`config.mk`:
```
export PLATFORM = sky130hd
export DESIGN_NAME = sdram_port_arbiter
export DESIGN_NICKNAME = d
export VERILOG_FILES = /design/src/rtl/sdram_port_arbiter.sv
export SDC_FILE = /design/constraint.sdc
export NUM_CORES = 1
export LEC_CHECK = 0
export BUFFER_PORTS_ARGS = -buffer_cell sky130_fd_sc_hd__clkbuf_2
export CORE_AREA = 2 2 166 168
export DETAILED_ROUTE_END_ITERATION = 8
export DIE_AREA = 0 0 168 170
export GPL_ROUTABILITY_DRIVEN = 0
export GPL_TIMING_DRIVEN = 0
export PLACE_DENSITY = 0.47
export SLEW_MARGIN = 10
export SYNTH_ARGS = -nofsm -noshare
export SYNTH_HDL_FRONTEND = slang
export SYNTH_SLANG_ARGS = --single-unit
```
`constraint.sdc`:
```
create_clock -name clk_i -period 4.35 [get_ports clk_i]
set_input_delay 0.87 -clock clk_i [delete_from_list [all_inputs] [get_ports clk_i]]
set_output_delay 0.87 -clock clk_i [all_outputs]
set_load 0.01 [all_outputs]
```
`src/rtl/sdram_port_arbiter.sv`:
```
// Round-robin arbiter sharing one SDRAM controller request port among NUM_PORTS masters.
// An in-order tag FIFO steers each completion back to the master that issued the request.
module sdram_port_arbiter #(
    parameter int NUM_PORTS       = 4,
    parameter int ID_W            = 2,
    parameter int MAX_OUTSTANDING = 2
) (
    input  logic                      clk_i,
    input  logic                      rst_i,
    input  logic [NUM_PORTS*4-1:0]    req_wr_i,
    input  logic [NUM_PORTS-1:0]      req_rd_i,
    input  logic [NUM_PORTS*32-1:0]   req_addr_i,
    input  logic [NUM_PORTS*32-1:0]   req_write_data_i,
    output logic [NUM_PORTS-1:0]      req_accept_o,
    output logic [NUM_PORTS-1:0]      req_ack_o,
    output logic [NUM_PORTS-1:0]      req_error_o,
    output logic [31:0]               req_read_data_o,
    output logic [3:0]                mem_wr_o,
    output logic                      mem_rd_o,
    output logic [31:0]               mem_addr_o,
    output logic [31:0]               mem_write_data_o,
    input  logic                      mem_accept_i,
    input  logic                      mem_ack_i,
    input  logic                      mem_error_i,
    input  logic [31:0]               mem_read_data_i,
    output logic                      protocol_err_o
);

    localparam int CNT_W = $clog2(MAX_OUTSTANDING + 1);
    localparam int PTR_W = (MAX_OUTSTANDING > 1) ? $clog2(MAX_OUTSTANDING) : 1;

    typedef enum logic {
        ST_IDLE,
        ST_GRANT
    } state_t;

    state_t            state_q, state_d;
    logic [ID_W-1:0]   grant_q, grant_d;
    logic [ID_W-1:0]   prio_q, prio_d;
    logic [CNT_W-1:0]  count_q;
    logic [PTR_W-1:0]  wr_ptr_q, rd_ptr_q;
    logic [ID_W-1:0]   tag_mem [MAX_OUTSTANDING];

    logic [NUM_PORTS-1:0] port_req;
    logic                 found;
    logic [ID_W-1:0]      pick;
    logic                 grant_req;
    logic                 sel_rd;
    logic [3:0]           sel_wr;
    logic                 drive;
    logic                 push;
    logic                 pop;
    logic [ID_W-1:0]      head_tag;

    function automatic logic [PTR_W-1:0] ptr_inc(input logic [PTR_W-1:0] ptr);
        return (ptr == PTR_W'(MAX_OUTSTANDING - 1)) ? '0 : ptr + 1'b1;
    endfunction

    always_comb begin
        for (int p = 0; p < NUM_PORTS; p++) begin
            port_req[p] = req_rd_i[p] | (|req_wr_i[p*4 +: 4]);
        end
    end

    // Outer loop walks distance from prio_q, so the first hit is the nearest requester.
    always_comb begin
        found = 1'b0;
        pick  = '0;
        for (int i = 0; i < NUM_PORTS; i++) begin
            for (int p = 0; p < NUM_PORTS; p++) begin
                if (!found && port_req[p] &&
                    prio_q == ID_W'((p - i + NUM_PORTS) % NUM_PORTS)) begin
                    found = 1'b1;
                    pick  = ID_W'(p);
                end
            end
        end
    end

    always_comb begin
        // NOTE: every output and next-state value gets a default first so no path leaves a latch.
        state_d          = state_q;
        grant_d          = grant_q;
        prio_d           = prio_q;
        grant_req        = 1'b0;
        sel_rd           = 1'b0;
        sel_wr           = '0;
        drive            = 1'b0;
        push             = 1'b0;
        mem_rd_o         = 1'b0;
        mem_wr_o         = '0;
        mem_addr_o       = '0;
        mem_write_data_o = '0;

        for (int p = 0; p < NUM_PORTS; p++) begin
            if (grant_q == ID_W'(p)) begin
                grant_req        = port_req[p];
                sel_rd           = req_rd_i[p];
                sel_wr           = req_wr_i[p*4 +: 4];
                mem_addr_o       = req_addr_i[p*32 +: 32];
                mem_write_data_o = req_write_data_i[p*32 +: 32];
            end
        end

        case (state_q)
            ST_IDLE: begin
                if (found) begin
                    grant_d = pick;
                    state_d = ST_GRANT;
                end
            end
            ST_GRANT: begin
                // Stall uses registered count_q only: no mem_ack_i -> mem_rd_o/mem_wr_o path.
                drive = grant_req && (count_q < CNT_W'(MAX_OUTSTANDING));
                if (drive) begin
                    mem_rd_o = sel_rd;
                    mem_wr_o = sel_wr;
                    push     = mem_accept_i;
                end
                if (push) begin
                    state_d = ST_IDLE;
                    prio_d  = (grant_q == ID_W'(NUM_PORTS - 1)) ? '0 : grant_q + 1'b1;
                end else if (!grant_req) begin
                    state_d = ST_IDLE;
                end
            end
            default: state_d = ST_IDLE;
        endcase

        if (rst_i) begin
            mem_rd_o = 1'b0;
            mem_wr_o = '0;
            push     = 1'b0;
        end
    end

    assign pop             = mem_ack_i && (count_q != '0) && !rst_i;
    assign head_tag        = tag_mem[rd_ptr_q];
    assign req_read_data_o = mem_read_data_i;

    always_comb begin
        for (int p = 0; p < NUM_PORTS; p++) begin
            req_accept_o[p] = push && (grant_q == ID_W'(p));
            req_ack_o[p]    = pop && (head_tag == ID_W'(p));
            req_error_o[p]  = pop && (head_tag == ID_W'(p)) && mem_error_i;
        end
    end

    // NOTE: sequential state uses non-blocking assignments so every register samples pre-edge values.
    always_ff @(posedge clk_i) begin
        if (rst_i) begin
            state_q        <= ST_IDLE;
            grant_q        <= '0;
            prio_q         <= '0;
            count_q        <= '0;
            wr_ptr_q       <= '0;
            rd_ptr_q       <= '0;
            protocol_err_o <= 1'b0;
        end else begin
            state_q <= state_d;
            grant_q <= grant_d;
            prio_q  <= prio_d;
            if (push) wr_ptr_q <= ptr_inc(wr_ptr_q);
            if (pop)  rd_ptr_q <= ptr_inc(rd_ptr_q);
            if (push && !pop)      count_q <= count_q + 1'b1;
            else if (pop && !push) count_q <= count_q - 1'b1;
            if (mem_ack_i && count_q == '0) protocol_err_o <= 1'b1;
        end
    end

    // NOTE: tag storage is not reset; entries are only read after a push has written them.
    always_ff @(posedge clk_i) begin
        if (push) tag_mem[wr_ptr_q] <= grant_q;
    end

endmodule

```
Word-level counts from Yosys, hierarchy flattened
Memories as Yosys holds them, arrays and structs flattened. A register that Yosys moved wholly into a read port is not among the register bits.
Index checks and enable logic that the tools add are counted.
W data, S select, Z words.
{ "totals": {"regBits": 10, "ramBits": 4, "inputBits": 313, "out_inout_bits": 114, "word_cells": 181, "memories": 1} }
{ "op_classes": {"addsub": 5, "magnitude_cmp": 1, "eq_ne": 9, "muxes": 74, "bitwise_logic": 5, "reduce_logical": 79} }
{ "memory_table": {"columns": ["memory", "depth", "width", "rd", "rd_ports_with_merged_regs", "wr", "line", "rtl"], "rows": [
  ["tag_mem", 2, 2, 1, 1, 1, "42", "logic [ID_W-1:0] tag_mem [MAX_OUTSTANDING];"]
]} }
{ "op_table": {"columns": ["op", "count"], "rows": [
  ["$mux W32", 8],
  ["$logic_and A1 B1 Y1", 49],
  ["$mux W1", 41],
  ["$mux W2", 17],
  ["$mux W4", 7],
  ["$logic_not A1 Y1", 18],
  ["$reduce_or A4 Y1", 4],
  ["$eq A2 B2 Y1 const B", 6],
  ["$logic_not A2 Y1", 4],
  ["$eq A2 B1 Y1 const B", 3],
  ["$add A2 B1 Y2 const B", 2],
  ["$or A1 B1 Y1", 4],
  ["$reduce_and A2 Y1", 2],
  ["$reduce_bool A2 Y1", 2],
  ["$add A1 B1 Y1 const B", 2],
  ["$lt A2 B2 Y1 const B", 1],
  ["$pmux W1 S2", 1],
  ["$sub A2 B1 Y2 const B", 1],
  ["$not A1 Y1", 1]
]} }

Longest topological paths before layout
{ "logic_depth": {"ltp_word": 66, "depth_mapped": 12} }

Worst setup path after synthesis
No wires, ideal clock.
{ "synth_timing": {"path_kind": "in2out", "startpoint": "in req_rd_i[1]", "endpoint": "out mem_rd_o", "arrival_ns": 2.334, "t_required_ns": 3.480, "path_slack_ns": 1.146, "cell_stages": 6, "cell_sequence": "or4_1 buf_2 o21ai_1 a311oi_1 nor2_1 nor3_1"} }
{ "synth_via": {"elab_chain_len": 8, "elab_cells_between_ends": 11, "classes_between": "mux: 9; bitwise: 1; reduce/logical: 1"} }
{ "synth_rtl": {"columns": ["item", "line", "rtl"], "rows": [
  ["start, declared", "11", "input logic [NUM_PORTS-1:0] req_rd_i,"],
  ["$or A1 B1 Y1", "61", "port_req[p] = req_rd_i[p] | (|req_wr_i[p*4 +: 4]);"],
  ["$mux W1 (3 in a row)", "96", "if (grant_q == ID_W'(p)) begin"],
  ["$logic_and A1 B1 Y1", "114", "drive = grant_req && (count_q < CNT_W'(MAX_OUTSTANDING));"],
  ["$mux W1 *", "115", "if (drive) begin"],
  ["$mux W1 *", "105", "case (state_q)"],
  ["$mux W1 *", "130", "if (rst_i) begin"],
  ["end, declared", "19", "output logic mem_rd_o,"]
]} }
Every way passes the cells marked *; elsewhere a longest branch is shown, timed or not.

Final worst setup path
{ "layout_timing": {"startpoint": "reg grant_q[0]", "endpoint": "out req_accept_o[1]"} }
{ "layout_via": {"elab_chain_len": 11, "elab_cells_between_ends": 14, "classes_between": "eq/ne: 3; mux: 8; reduce/logical: 3"} }
{ "layout_rtl": {"columns": ["item", "line", "rtl"], "rows": [
  ["start, declared", "38", "logic [ID_W-1:0] grant_q, grant_d;"],
  ["start signal, assigned", "161", "grant_q <= grant_d;"],
  ["$logic_not A2 Y1", "96", null],
  ["$mux W1 (4 in a row)", "96", null],
  ["$logic_and A1 B1 Y1", "114", null],
  ["$mux W1", "115", null],
  ["$mux W1 (2 in a row)", "105", null],
  ["$mux W1", "130", null],
  ["$logic_and A1 B1 Y1 *", "143", "req_accept_o[p] = push && (grant_q == ID_W'(p));"],
  ["end, declared", "14", "output logic [NUM_PORTS-1:0] req_accept_o,"]
]} }
Every way passes the cells marked *; elsewhere a longest branch is shown, timed or not. The select of a mux whose other input is x is not followed.

==> metrics.csv <==
metric;value;unit
Synth top area share;19.2;%
dominant cell by count in the synthesized netlist;a21oi_1;
Starting Density;13.4;%
WL/cell;18.4;µm
CTS tree;yes;
Die ar.;0.0286;mm²
post-layout minimum cycle time;4.02;ns
Yosys top cell by area;a21oi_1;
Die Ht;170;µm
Min-Delay Path Class;reg2reg;
outcome;complete, no violations;
via count;5973;
clock root cell;clkbuf_16;
slowest stage delay, CP;0.49;ns
global-route wire length before repair;35.5;mm
Worst Tran Pin Value;0.850;ns
share of layout cells above drive strength 1;43.4;%
delay-heaviest family, CP;simple AND/OR/NAND/NOR gates;
Worst slew margin;43.1;%
Iteration-0 DRC Markers;226;
initial antenna violation count;7;
synthesized cell area;0.00358;mm²
first-pass iteration count of the detailed router;5;
GRT Resource Usage Total;16.4;%
Pleak;2.87;nW
Crit Path Class;reg2out;
number of flops mapped to enable cells by yosys;4;
Yosys warnings;0;
CTS buffer count;3;
RSZ-0062 raised after global routing;no;
clk buf depth;2;
CP cell instances;inv_1, ha_1, nor2b_2, a21oi_1, a311oi_1, nor2_1, nor4b_2, clkbuf_2;
synthesized flop and latch total;15;
Die Wd;168;µm
Clock Latency Late Sink;0.25;ns
CP Data Arrival Time;3.15;ns
hold_sp;protocol_err_o;
largest net degree at the start of global routing;11;
Slew Viols, Final;0;
antenna violation net count after detailed routing;0;
syn_nets;942;
Buf/Inv on CP;2;
fin crit share;92.4;%
Reg2Reg Setup Slack;1.00;ns
DP Cell Count;1359;
DPL Wire Length;21.5;mm
DR vias/cell;4.38;
number of global-route vias before repair;5837;
clk_skew;0.00201;ns
Top FF cell, synth;dfxtp_1;
startpoint types;flop;
R2R depth;10;
grt ovf;0;
final hold vios;0;
Worst setup EP type;primary output;
crit path max-delay cell type;a311oi_1;
Clock Pin Slew Worst Setup and Hold Paths;0.05;ns
final setup vio count;0;
critical path peak fanout;10;
H-tree depth;1;
Netlist cell types;48;
area growth from synthesis to layout;69.8;%
synth cell count leaders;137 x a21oi_1, 133 x nand2_1, 68 x o21ai_0;
maximum clock rate;249;MHz
Ports;427;
cells after synthesis;624;
Max Cap Viol;0;
top cells by area, synth;a21oi_1 19%, nand2_1 14%, nand3b_1 13%;
worst r2r dst;count_q[1];
Reg-to-Reg Start;grant_q[0];
syn avg cell area;5.74;µm²
Critical Path RT;3.48;ns
Final nets;1340;
Worst VDD drop;0.0858;mV
DR DRC count;0;
sink of the worst hold path;protocol_err_o;
hold depth;2;
Non-Filler Instances;1365;
PortBufs;394;
asr flop ratio synth;0;%
final WL;25.1;mm
Core ar.;0.0267;mm²
Power Dens Cells;214;mW/mm²
register area share after synthesis;9.51;%
Sink Count;15;
pre-CTS setup slack;-0.00228;ns
slack of the critical path;0.329;ns
Cell Rows;60;
==> cells by family (layout without fill, tap and decap cells) <==
kind of cell | after synthesis | count (layout) | synth area share, %
xor gates and xnor gates | 3 | 3 | 0.734
adders and majority gates | 5 | 5 | 1.75
AOI/OAI and AO/OA | 231 | 231 | 34.6
muxes | 2 | 2 | 0.629
and+or+nand+nor | 271 | 271 | 39.0
buffers and inverters | 97 | 494 | 13.8
DFF | 15 | 15 | 9.51
other | 0 | 3 | 0
==> flip-flops by register name, summed over array words and instances (netlist names), named ones only <==
signal and cells:
state_q 1, wr_ptr_q 1, grant_q 2, protocol_err_o 1, prio_q 2, count_q 2
tag_mem 4, rd_ptr_q 1
==> metal layers <==
| layer | global-route usage [%] | wire length [µm] | up-vias |
|---|---|---|---|
| met5 | 0 | 12 | - |
| met4 | 2.00 | 201 | 2 |
| met3 | 3.47 | 1810 | 13 |
| met2 | 29.7 | 12500 | 265 |
| met1 | 20.4 | 10500 | 2728 |
| li1 | - | - | 2965 |
==> what timing repair did <==
| item | 4_1_cts | 5_1_grt |
|---|---|---|
| setup buffers | 0 | 0 |
| endpoints found under the setup margin | 14 | 4 |
| hold buffers | 0 | 0 |
| hold endpoints to repair | 0 | 0 |
| resized for setup | 3 | 4 |
==> worst max path at each step <==
stage / from / end / depth (start not counted)
2_1_floorplan: req_rd_i[1] / mem_rd_o / 6
3_3_place_gp: grant_q[1] / mem_write_data_o[6] / 7
3_5_place_dp: grant_q[1] / mem_write_data_o[4] / 7
4_1_cts: grant_q[1] / mem_write_data_o[4] / 7
5_1_grt: grant_q[1] / mem_wr_o[1] / 9
6_report: grant_q[0] / req_accept_o[1] / 8
==> metrics by stage <==
step	instance area [µm²]	utilization, %	TNS, ns	total power, mW	hold slack [ns]
final	6080	22.8	0	1.30	0.464
after global routing	6070	22.8	0	1.42	0.526
after CTS	6070	22.8	0	1.32	0.473
after detailed placement	5980	22.4	-0.00228	1.14	0.459
after global placement	5980	22.4	0	1.13	0.460
after floorplan	3580	-	0	0.674	0.472
==> cell type report <==
| class | count | area, µm² |
|---|---|---|
| clock buffer | 4 | 78.8 |
| sequential | 15 | 340 |
| buffer | 90 | 472 |
| multi-input combinational | 512 | 2760 |
| timing repair buffer | 394 | 1970 |
| inverter | 6 | 22.5 |
| fill | 3147 | 20600 |
| tap | 341 | 427 |
| antenna | 3 | 7.51 |
==> layout by cell type, fill, tap and decap left out, types with 3 or more instances in the layout <==
cell	instances
clkbuf_1	46
a221oi_1	5
a21oi_1	137
nand2_1	133
ha_1	5
edfxtp_1	4
clkbuf_2	396
clkbuf_16	3
inv_1	6
nand3b_1	62
a31oi_1	3
dfxtp_1	11
nor4_1	3
buf_1	9
buf_4	32
xor2_1	3
diode_2	3
nor2b_1	12
o21ai_1	3
nor2_1	26
o21ai_0	68
nor3_1	14
==> power by group <==
group | internal (mW) | switching (mW) | leakage (nW)
registers | 0.157 | 0.0127 | 0.127
logic | 0.401 | 0.554 | 2.71
clock network | 0.124 | 0.0542 | 0.0382
==> worst min-delay path: cells and delay by family, from the launching register on <==
family           cells  cell delay (ns)
AND/OR/NAND/NOR      1             0.07
AO/OA/AOI/OAI        1             0.04
flip-flops           1             0.32
(Power assumes the default switching activity.)
